==> config.mk <==
export PLATFORM = sky130hd
export DESIGN_NAME = alu_issue_stage
export DESIGN_NICKNAME = d
export VERILOG_FILES = /design/src/rtl/alu_issue_stage.sv
export SDC_FILE = /design/constraint.sdc
export NUM_CORES = 1
export LEC_CHECK = 0
export BUFFER_PORTS_ARGS = -buffer_cell sky130_fd_sc_hd__buf_4
export CORE_MARGIN = 4
export CORE_UTILIZATION = 54
export DETAILED_ROUTE_END_ITERATION = 16
export PLACE_DENSITY = 0.92
export SYNTH_ARGS = -nofsm -noshare
export SYNTH_HDL_FRONTEND = slang
export SYNTH_SLANG_ARGS = --single-unit
==> constraint.sdc <==
create_clock -name clk -period 2.1 [get_ports clk]
set_input_delay 0.42 -clock clk [delete_from_list [all_inputs] [get_ports clk]]
set_output_delay 0.42 -clock clk [all_outputs]
set_load 0.1 [all_outputs]
==> src/rtl/alu_issue_stage.sv <==
// RV32I decode/issue stage: forms ALU operands and select code, then buffers the result
// in a two-entry skid-buffered ID/EX register with valid/ready handshakes.
module alu_issue_stage #(
  parameter int unsigned XLEN = 32
) (
  input  logic            clk,
  input  logic            rst_n,
  input  logic            in_valid,
  output logic            in_ready,
  input  logic [31:0]     in_instr,
  input  logic [XLEN-1:0] in_pc,
  input  logic [XLEN-1:0] in_rs1_data,
  input  logic [XLEN-1:0] in_rs2_data,
  input  logic            flush,
  output logic            out_valid,
  input  logic            out_ready,
  output logic [XLEN-1:0] out_a,
  output logic [XLEN-1:0] out_b,
  output logic [3:0]      out_alusel,
  output logic [4:0]      out_rd,
  output logic            out_rd_we,
  output logic            out_illegal,
  output logic [XLEN-1:0] out_pc
);

  localparam logic [3:0] SelAdd  = 4'd0;
  localparam logic [3:0] SelSub  = 4'd1;
  localparam logic [3:0] SelSll  = 4'd2;
  localparam logic [3:0] SelSlt  = 4'd3;
  localparam logic [3:0] SelSltu = 4'd4;
  localparam logic [3:0] SelXor  = 4'd5;
  localparam logic [3:0] SelSrl  = 4'd6;
  localparam logic [3:0] SelSar  = 4'd7;
  localparam logic [3:0] SelOr   = 4'd8;
  localparam logic [3:0] SelAnd  = 4'd9;
  localparam logic [3:0] SelNop  = 4'd15;

  localparam logic [6:0] OpcOp    = 7'b0110011;
  localparam logic [6:0] OpcOpImm = 7'b0010011;
  localparam logic [6:0] OpcLui   = 7'b0110111;
  localparam logic [6:0] OpcAuipc = 7'b0010111;

  typedef struct packed {
    logic [XLEN-1:0] a;
    logic [XLEN-1:0] b;
    logic [3:0]      alusel;
    logic [4:0]      rd;
    logic            rd_we;
    logic            illegal;
    logic [XLEN-1:0] pc;
  } entry_t;

  typedef enum logic [1:0] {StEmpty, StOne, StTwo} state_e;

  state_e state_q;
  entry_t main_q, skid_q, dec;

  // alt selects sub (funct3 0) or arithmetic shift (funct3 5)
  function automatic logic [3:0] f3_sel(input logic [2:0] f3, input logic alt);
    logic [3:0] sel;
    case (f3)
      3'd0:    sel = alt ? SelSub : SelAdd;
      3'd1:    sel = SelSll;
      3'd2:    sel = SelSlt;
      3'd3:    sel = SelSltu;
      3'd4:    sel = SelXor;
      3'd5:    sel = alt ? SelSar : SelSrl;
      3'd6:    sel = SelOr;
      default: sel = SelAnd;
    endcase
    return sel;
  endfunction

  logic [6:0] opcode, funct7;
  logic [2:0] funct3;
  logic       is_shift;

  assign opcode   = in_instr[6:0];
  assign funct3   = in_instr[14:12];
  assign funct7   = in_instr[31:25];
  assign is_shift = (funct3 == 3'd1) || (funct3 == 3'd5);

  always_comb begin
    dec         = '0;
    dec.alusel  = SelNop;
    dec.illegal = 1'b1;
    dec.rd      = in_instr[11:7];
    dec.pc      = in_pc;
    case (opcode)
      OpcOp: begin
        if (funct7 == 7'b0000000 ||
            (funct7 == 7'b0100000 && (funct3 == 3'd0 || funct3 == 3'd5))) begin
          dec.illegal = 1'b0;
          dec.a       = in_rs1_data;
          dec.b       = in_rs2_data;
          dec.alusel  = f3_sel(funct3, funct7[5]);
        end
      end
      OpcOpImm: begin
        // funct7 field only constrains shifts; other OP-IMM forms use it as immediate
        if (!is_shift || funct7 == 7'b0000000 ||
            (funct7 == 7'b0100000 && funct3 == 3'd5)) begin
          dec.illegal = 1'b0;
          dec.a       = in_rs1_data;
          dec.b       = is_shift ? {27'b0, in_instr[24:20]}
                                 : {{20{in_instr[31]}}, in_instr[31:20]};
          dec.alusel  = f3_sel(funct3, funct7[5] && (funct3 == 3'd5));
        end
      end
      OpcLui: begin
        dec.illegal = 1'b0;
        dec.b       = {in_instr[31:12], 12'b0};
        dec.alusel  = SelAdd;
      end
      OpcAuipc: begin
        dec.illegal = 1'b0;
        dec.a       = in_pc;
        dec.b       = {in_instr[31:12], 12'b0};
        dec.alusel  = SelAdd;
      end
      default: ;
    endcase
    dec.rd_we = !dec.illegal && (dec.rd != 5'd0);
  end

  always_ff @(posedge clk or negedge rst_n) begin
    if (!rst_n) begin
      state_q        <= StEmpty;
      main_q         <= '0;
      main_q.alusel  <= SelNop;
      skid_q         <= '0;
      skid_q.alusel  <= SelNop;
    end else if (flush) begin
      state_q <= StEmpty;
    end else begin
      case (state_q)
        StEmpty: begin
          if (in_valid) begin
            main_q  <= dec;
            state_q <= StOne;
          end
        end
        StOne: begin
          case ({in_valid, out_ready})
            2'b10: begin
              skid_q  <= dec;
              state_q <= StTwo;
            end
            2'b01: state_q <= StEmpty;
            2'b11: main_q  <= dec;
            default: ;
          endcase
        end
        StTwo: begin
          if (out_ready) begin
            main_q  <= skid_q;
            state_q <= StOne;
          end
        end
        default: state_q <= StEmpty;
      endcase
    end
  end

  assign in_ready    = (state_q != StTwo);
  assign out_valid   = (state_q != StEmpty);
  assign out_a       = main_q.a;
  assign out_b       = main_q.b;
  assign out_alusel  = main_q.alusel;
  assign out_rd      = main_q.rd;
  assign out_rd_we   = main_q.rd_we;
  assign out_illegal = main_q.illegal;
  assign out_pc      = main_q.pc;

endmodule

==> impl_metrics.toml, run 1 <==
[global_routing]
number_of_antenna_violations_at_the_first_check_in_global_routing = 0
grt_first_pass_wirelength_mm = 50.53
grt_use_total_pct = 30.52
grt_overflow_total = 0
number_of_global_route_vias_before_repair = 9848
pin_count_of_the_biggest_net_entering_global_routing = 62

[timing]
totalNegativeSetupSlack_ns = 0
worstMarginPinSlew_ns = 0.8003
finalCritPeriodShare_pct = 97.68
rsz0062_at_grt = "false"
fmax_mhz = 487.5
finalSetupViolCount = 0
finClkSkew_ns = 0.01728
timing.max_slew.rel_slack_pct = 46.47
layout_min_cycle_time_ns = 2.051
maxSlewViolCount = 0
timing.final.hold_violations = 0

[logic_synthesis]
yosysTopAreaCell = "dfrtp_1"
synthesis.nets = 1161
synth-adder-area-share_pct = 0
postSynth.asyncResetShare_pct = 100.0
synth-edff-count = 0
synth.yosys.warnings = 0
post_synth_and_or_nand_nor_area_fraction_pct = 18.99
synth.area.mux_share_pct = 1.210
synth.cell_area_um2 = 9930
dominantRegCellSynth = "dfrtp_1"
synth_cell_type_count = 55
most_numerous_cell_types_in_the_synthesized_netlist = "nand2_1, dfrtp_1, nor2_1, clkbuf_1, o21ai_0"
synthesis_stage_register_bit_count = 216
ys_top_cells_by_area = "dfrtp_1, nand2_1, a221o_1"
synth_top_family_by_area = "compound AO/OA/AOI/OAI gates"
synth.yosys.seq_area_share_pct = 54.54
synth_compound_area_share_pct = 21.08
synthesis.area_per_instance_um2 = 9.659
synth_cells = 1028
synth_xor_area_share_pct = 0.08821
synth_top_area_share_pct = 52.42
yosysMostFrequentCell = "nand2_1"

[clock_network]
h_tree_depth = 1
clock_tree.root_cell = "clkbuf_16"
max-clock-path-buffers = 3
tritoncts = "done"
cts.clk_slew.worst_paths_ns = 0.06
post-cts-setup-buffer-count = 0
clock_insertion_delay_worst_skew_ns = 0.50
tritoncts_num_sinks = 216
numCtsBuffers = 23

[place]
place_area_um2 = 12370
place.port_buffers = 241
gp_congestion = 0.9217
place.detailed.hpwl_mm = 21.53

[setup_path]
path_max_fanout = 21
crit_required_ns = 2.45
crit_path_cell_trace = "nand2b_2 -> a21oi_2 -> buf_4 -> o21bai_4 -> buf_6 -> a222oi_1 -> o21ai_0"
slowest_stage = "dfrtp_1"
worstSetupStartpointType = "flop"
timing.critical_path.arrival_ns = 2.40
critical_path_class = "flop to flop"
timing.reg2reg.setup_slack_ns = 0.05
critPathCaptureType = "flop"
largest_stage_delay_on_the_critical_path_ns = 0.44

[final_layout]
antenna-diode-count = 0
postLayoutCoreUtil_pct = 72.59
syn_to_final_growth_pct = 31.78
layout-drive-gt1-share_pct = 28.45
nFillCells = 1277
multiInputGateArea_um2 = 4168
final_cell_area_um2 = 13090
num-nets-final = 1401
ff_latch_area_um2 = 5415

[run]
maxcap_viol_count = 0

[power]
vdd_ir_drop_max_uv = 797.0
power.leakage_nw = 6.188
design_power_total_mw = 11.58
power-per-cell-area_nw_per_um2 = 884.9

[detailed_routing]
via_per_inst = 6.325
final_antenna_net_count = 0
detail_route.wirelength_mm = 31.99
wire_length_per_cell_um = 21.16
detailedRoute.firstPassIterationCount = 7
drtIter0Drc = 1081
num_vias = 9564
drc_errors = 0

[floorplan]
initial_core_util_pct = 55.09
die-height_um = 143.6
floorplan.die_area_um2 = 20620
floorplan.die.width_um = 143.6
core.rowCount = 49
io-pin-count = 242
core_area_um2 = 18020

[min_path]
hold_path.class = "input pin to flop"

[run_status]
result_of_the_run = "complete, no violations"
-- power breakdown --
part / switching (mW) / internal, mW
registers: 0.250 / 4.60
logic: 2.11 / 0.772
clock network: 1.62 / 2.22
-- routing by layer --
layer / routed length [um] / vias up / global-route usage [%] / part of all wire [%]
met4: 1663 / 0 / 14.72 / 5.2
met5: 0 / - / 0 / 0
met3: 3306 / 129 / 5.790 / 10
met1: 11780 / 4607 / 40.36 / 37
li1: - / 4188 / - / -
met2: 15240 / 640 / 48.83 / 48
-- registers in the layout, indices dropped and copies added, names as in the netlist --
| signal | cells |
|---|---|
| out_a | 32 |
| out_pc | 32 |
| out_illegal | 1 |
| skid_q | 107 |
| out_b | 32 |
| out_alusel | 4 |
| out_rd | 5 |
| out_rd_we | 1 |
| state_q | 2 |
-- cell usage in the layout (no fill, tap or decap), types with 4 or more instances in the layout --
cell,Yosys,final
nor2_1,69,69
dfstp_2,8,8
o211ai_1,4,4
clkbuf_16,0,23
buf_12,0,19
mux2i_1,12,12
a21oi_1,24,23
dfrtp_1,208,208
nor2b_1,5,4
nand2b_1,6,5
a22oi_1,35,35
a31oi_1,43,43
a222oi_1,29,29
o21ai_1,25,25
clkbuf_1,47,10
a211oi_1,6,6
o22ai_1,5,5
buf_4,4,279
a22o_1,20,20
and2_1,12,12
nand3_1,14,14
a221o_1,41,41
o21ai_0,45,45
nand2_1,261,261
nor3_1,10,8
and3_1,24,24
-- stage by stage --
| step | setup slack, ns | cells | hold WS (ns) |
|---|---|---|---|
| 5_1_grt | 0.0004903 | 1512 | 0.1199 |
| 6_report | 0.04870 | 1512 | 0.1210 |
| 3_3_place_gp | 0.02831 | 1471 | 0.3596 |
| 2_1_floorplan | 0.1742 | 1028 | 0.1244 |
| 3_5_place_dp | -0.03249 | 1471 | 0.3622 |
| 4_1_cts | 0.02770 | 1512 | 0.1045 |
-- kinds of logic (layout without fill, tap and decap cells) --
logic type | Yosys count | count (layout)
muxes | 12 | 12
buffers and inverters | 88 | 343
AOI/OAI and AO/OA | 288 | 288
xor gates and xnor gates | 1 | 1
DFF | 216 | 216
and+or+nand+nor | 423 | 423
-- repair_timing --
item                                    in CTS  in global routing
endpoints found under the hold margin       44                  0
endpoints found under the setup margin       1                  5
pin swaps                                    0                  1
gates resized for setup                      1                  2
gates cloned                                 0                  0
hold buffers                                 1                  0
-- cell type report --
| type | instances | share of cell area [%] |
|---|---|---|
| clock inverter | 5 | 0.4303 |
| timing repair buffer | 301 | 19.19 |
| tap | 229 | 2.190 |
| sequential | 216 | 41.38 |
| multi-input combinational | 724 | 31.85 |
| clock buffer | 35 | 4.896 |
| inverter | 2 | 0.05737 |
-- worst max-delay path: cells and delay by family, from the launching register on --
kind / cells / cell delay [ns]
AO/OA/AOI/OAI: 4 / 0.84
flip-flops: 1 / 0.44
buffers and inverters: 2 / 0.34
AND/OR/NAND/NOR: 1 / 0.26
-- final timing paths --
check	from	end	depth (start not counted)
max in group asynchronous	rst_n	skid_q[42]	3
max reg2reg	state_q[1]	out_a[11]	7
min reg2reg	skid_q[9]	skid_q[9]	2
min in group asynchronous	rst_n	skid_q[16]	2
max	state_q[1]	out_a[11]	7
min	out_ready	state_q[1]	2
Note: power is estimated with default switching activity, not from simulation.
==> run 2, diff against run 1 <==
==> constraint.sdc (replaced) <==
create_clock -name clk -period 2.1 [get_ports clk]
set_input_delay 0.105 -clock clk [delete_from_list [all_inputs] [get_ports clk]]
set_output_delay 0.105 -clock clk [all_outputs]
set_load 0.1 [all_outputs]
==> impl_metrics.toml, run 2 (synthesis results as in run 1) <==
[run_status]
result_of_the_run = "complete, no violations"

[place]
gp_congestion = 0.9137
place.detailed.hpwl_mm = 20.98
place.port_buffers = 241
place_area_um2 = 12170
placedCellCount = 1455

[setup_path]
crit_buf_inv = 2
path_max_fanout = 45
crit_path_cell_trace = "nor2b_4 -> inv_4 -> buf_4"
critPathCaptureType = "primary output"
critical_path_class = "flop to primary output"
timing.critical_path.arrival_ns = 1.93
timing.reg2reg.setup_slack_ns = 0.09
slowest_stage = "inv_4"
crit_required_ns = 2.00
worstSetupStartpointType = "flop"
largest_stage_delay_on_the_critical_path_ns = 0.44
path_delay_family = "buffers and inverters"

[floorplan]
initial_core_util_pct = 55.09
floorplan.die_area_um2 = 20620
io-pin-count = 242
core_area_um2 = 18020
core.rowCount = 49
die-height_um = 143.6
floorplan.die.width_um = 143.6

[clock_network]
max-clock-path-buffers = 3
clock_tree.root_cell = "clkbuf_16"
h_tree_depth = 1
tritoncts_num_sinks = 216
numCtsBuffers = 23
clock_insertion_delay_worst_skew_ns = 0.51
tritoncts = "done"
cts.clk_slew.worst_paths_ns = 0.06

[final_layout]
nFillCells = 1067
mostFrequentLayoutCells = "buf_4, nand2_1, dfrtp_1, dlygate4sd3_1, nor2_1"
layout-drive-gt1-share_pct = 25.96
ff_latch_area_um2 = 5415
multiInputGateArea_um2 = 4178
most_common_cell_after_layout_fill_and_taps_aside = "buf_4"
antenna-diode-count = 0
final_cell_area_um2 = 14090
finalNonFillerCells = 1604
number_of_flip_flops_in_the_largest_register = 107
num-nets-final = 1492
syn_to_final_growth_pct = 41.86
largest_register = "skid_q"

[run]
maxcap_viol_count = 0

[timing]
finClkSkew_ns = 0.007396
worstMarginPinSlew_ns = 0.7858
maxSlewViolCount = 0
finalCritPeriodShare_pct = 97.06
layout_min_cycle_time_ns = 2.038
fmax_mhz = 490.6
final.hold.worst_slack_ns = 0.009364
timing.max_slew.rel_slack_pct = 47.61
timing.final.hold_violations = 0
finalSetupViolCount = 0

[global_routing]
pin_count_of_the_biggest_net_entering_global_routing = 69
grt_first_pass_wirelength_mm = 56.19
number_of_antenna_violations_at_the_first_check_in_global_routing = 0
number_of_global_route_vias_before_repair = 10550
grt_use_total_pct = 34.29
grt_overflow_total = 0

[detailed_routing]
via_per_inst = 6.492
detail_route.wirelength_mm = 36.01
detailedRoute.firstPassIterationCount = 8
final_antenna_net_count = 0
drc_errors = 0
num_vias = 10410
drtIter0Drc = 1449
wire_length_per_cell_um = 22.45

[power]
vdd_ir_drop_max_uv = 787.0
power-per-cell-area_nw_per_um2 = 875.3
power.leakage_nw = 6.601

[min_path]
hold_path.class = "input pin to flop"
run 2: layout make-up:
| type | instances | share of cell area (%) |
|---|---|---|
| multi-input combinational | 724 | 29.66 |
| timing repair buffer | 392 | 24.06 |
| clock inverter | 8 | 1.235 |
| tap | 229 | 2.034 |
| clock buffer | 33 | 4.495 |
| sequential | 216 | 38.44 |
| inverter | 2 | 0.07106 |
run 2: what timing repair did:
item | in CTS | in global routing
gates resized for setup | 2 | 7
pin swaps | 0 | 2
endpoints found under the setup margin | 2 | 51
cloned | 0 | 0
hold buffers | 104 | 0
buffers inserted | 0 | 4
endpoints found under the hold margin | 243 | 0
run 2: metrics by stage:
step / power [mW] / setup TNS, ns / util [%] / worst slack [ns]
after floorplan: 6.793 / 0 / - / 0.2784
after global placement: 7.670 / 0 / 67.53 / 0.1621
after detailed placement: 7.746 / 0 / 67.53 / 0.05116
after CTS: 12.26 / 0 / 77.82 / 0.09322
after global routing: 12.73 / -0.0004161 / 78.15 / -0.0004161
final: 12.33 / 0 / 78.15 / 0.06164
run 2: metal layers:
metal | part of all wire (%) | GRT usage (%) | up-vias
li1 | - | - | 4376
met1 | 35 | 42.64 | 4998
met2 | 48 | 55.62 | 815
met3 | 10 | 7.587 | 224
met4 | 7.0 | 19.47 | 0
met5 | 0 | 0 | -
run 2: final timing paths:
check                                   from  cells past startpoint          to
worst max-delay path              state_q[1]                      3    in_ready
worst min-delay path            in_instr[17]                      3  skid_q[60]
worst max register to register    state_q[1]                      6    out_a[8]
worst min register to register     skid_q[4]                      2   skid_q[4]
max in group asynchronous              rst_n                      3  skid_q[41]
min in group asynchronous              rst_n                      2  skid_q[19]
run 2: power by group:
part           total, mW  switching (mW)  internal [mW]  leakage (nW)
Clock               4.39            1.67           2.71         0.383
Combinational       3.07            2.20          0.871          3.42
Sequential          4.87           0.267           4.60          2.80
run 2: worst min-delay path, cell delays in order:
cell	delay [ns]
buf_4	0.08
a221o_1	0.17
a22o_1	0.13
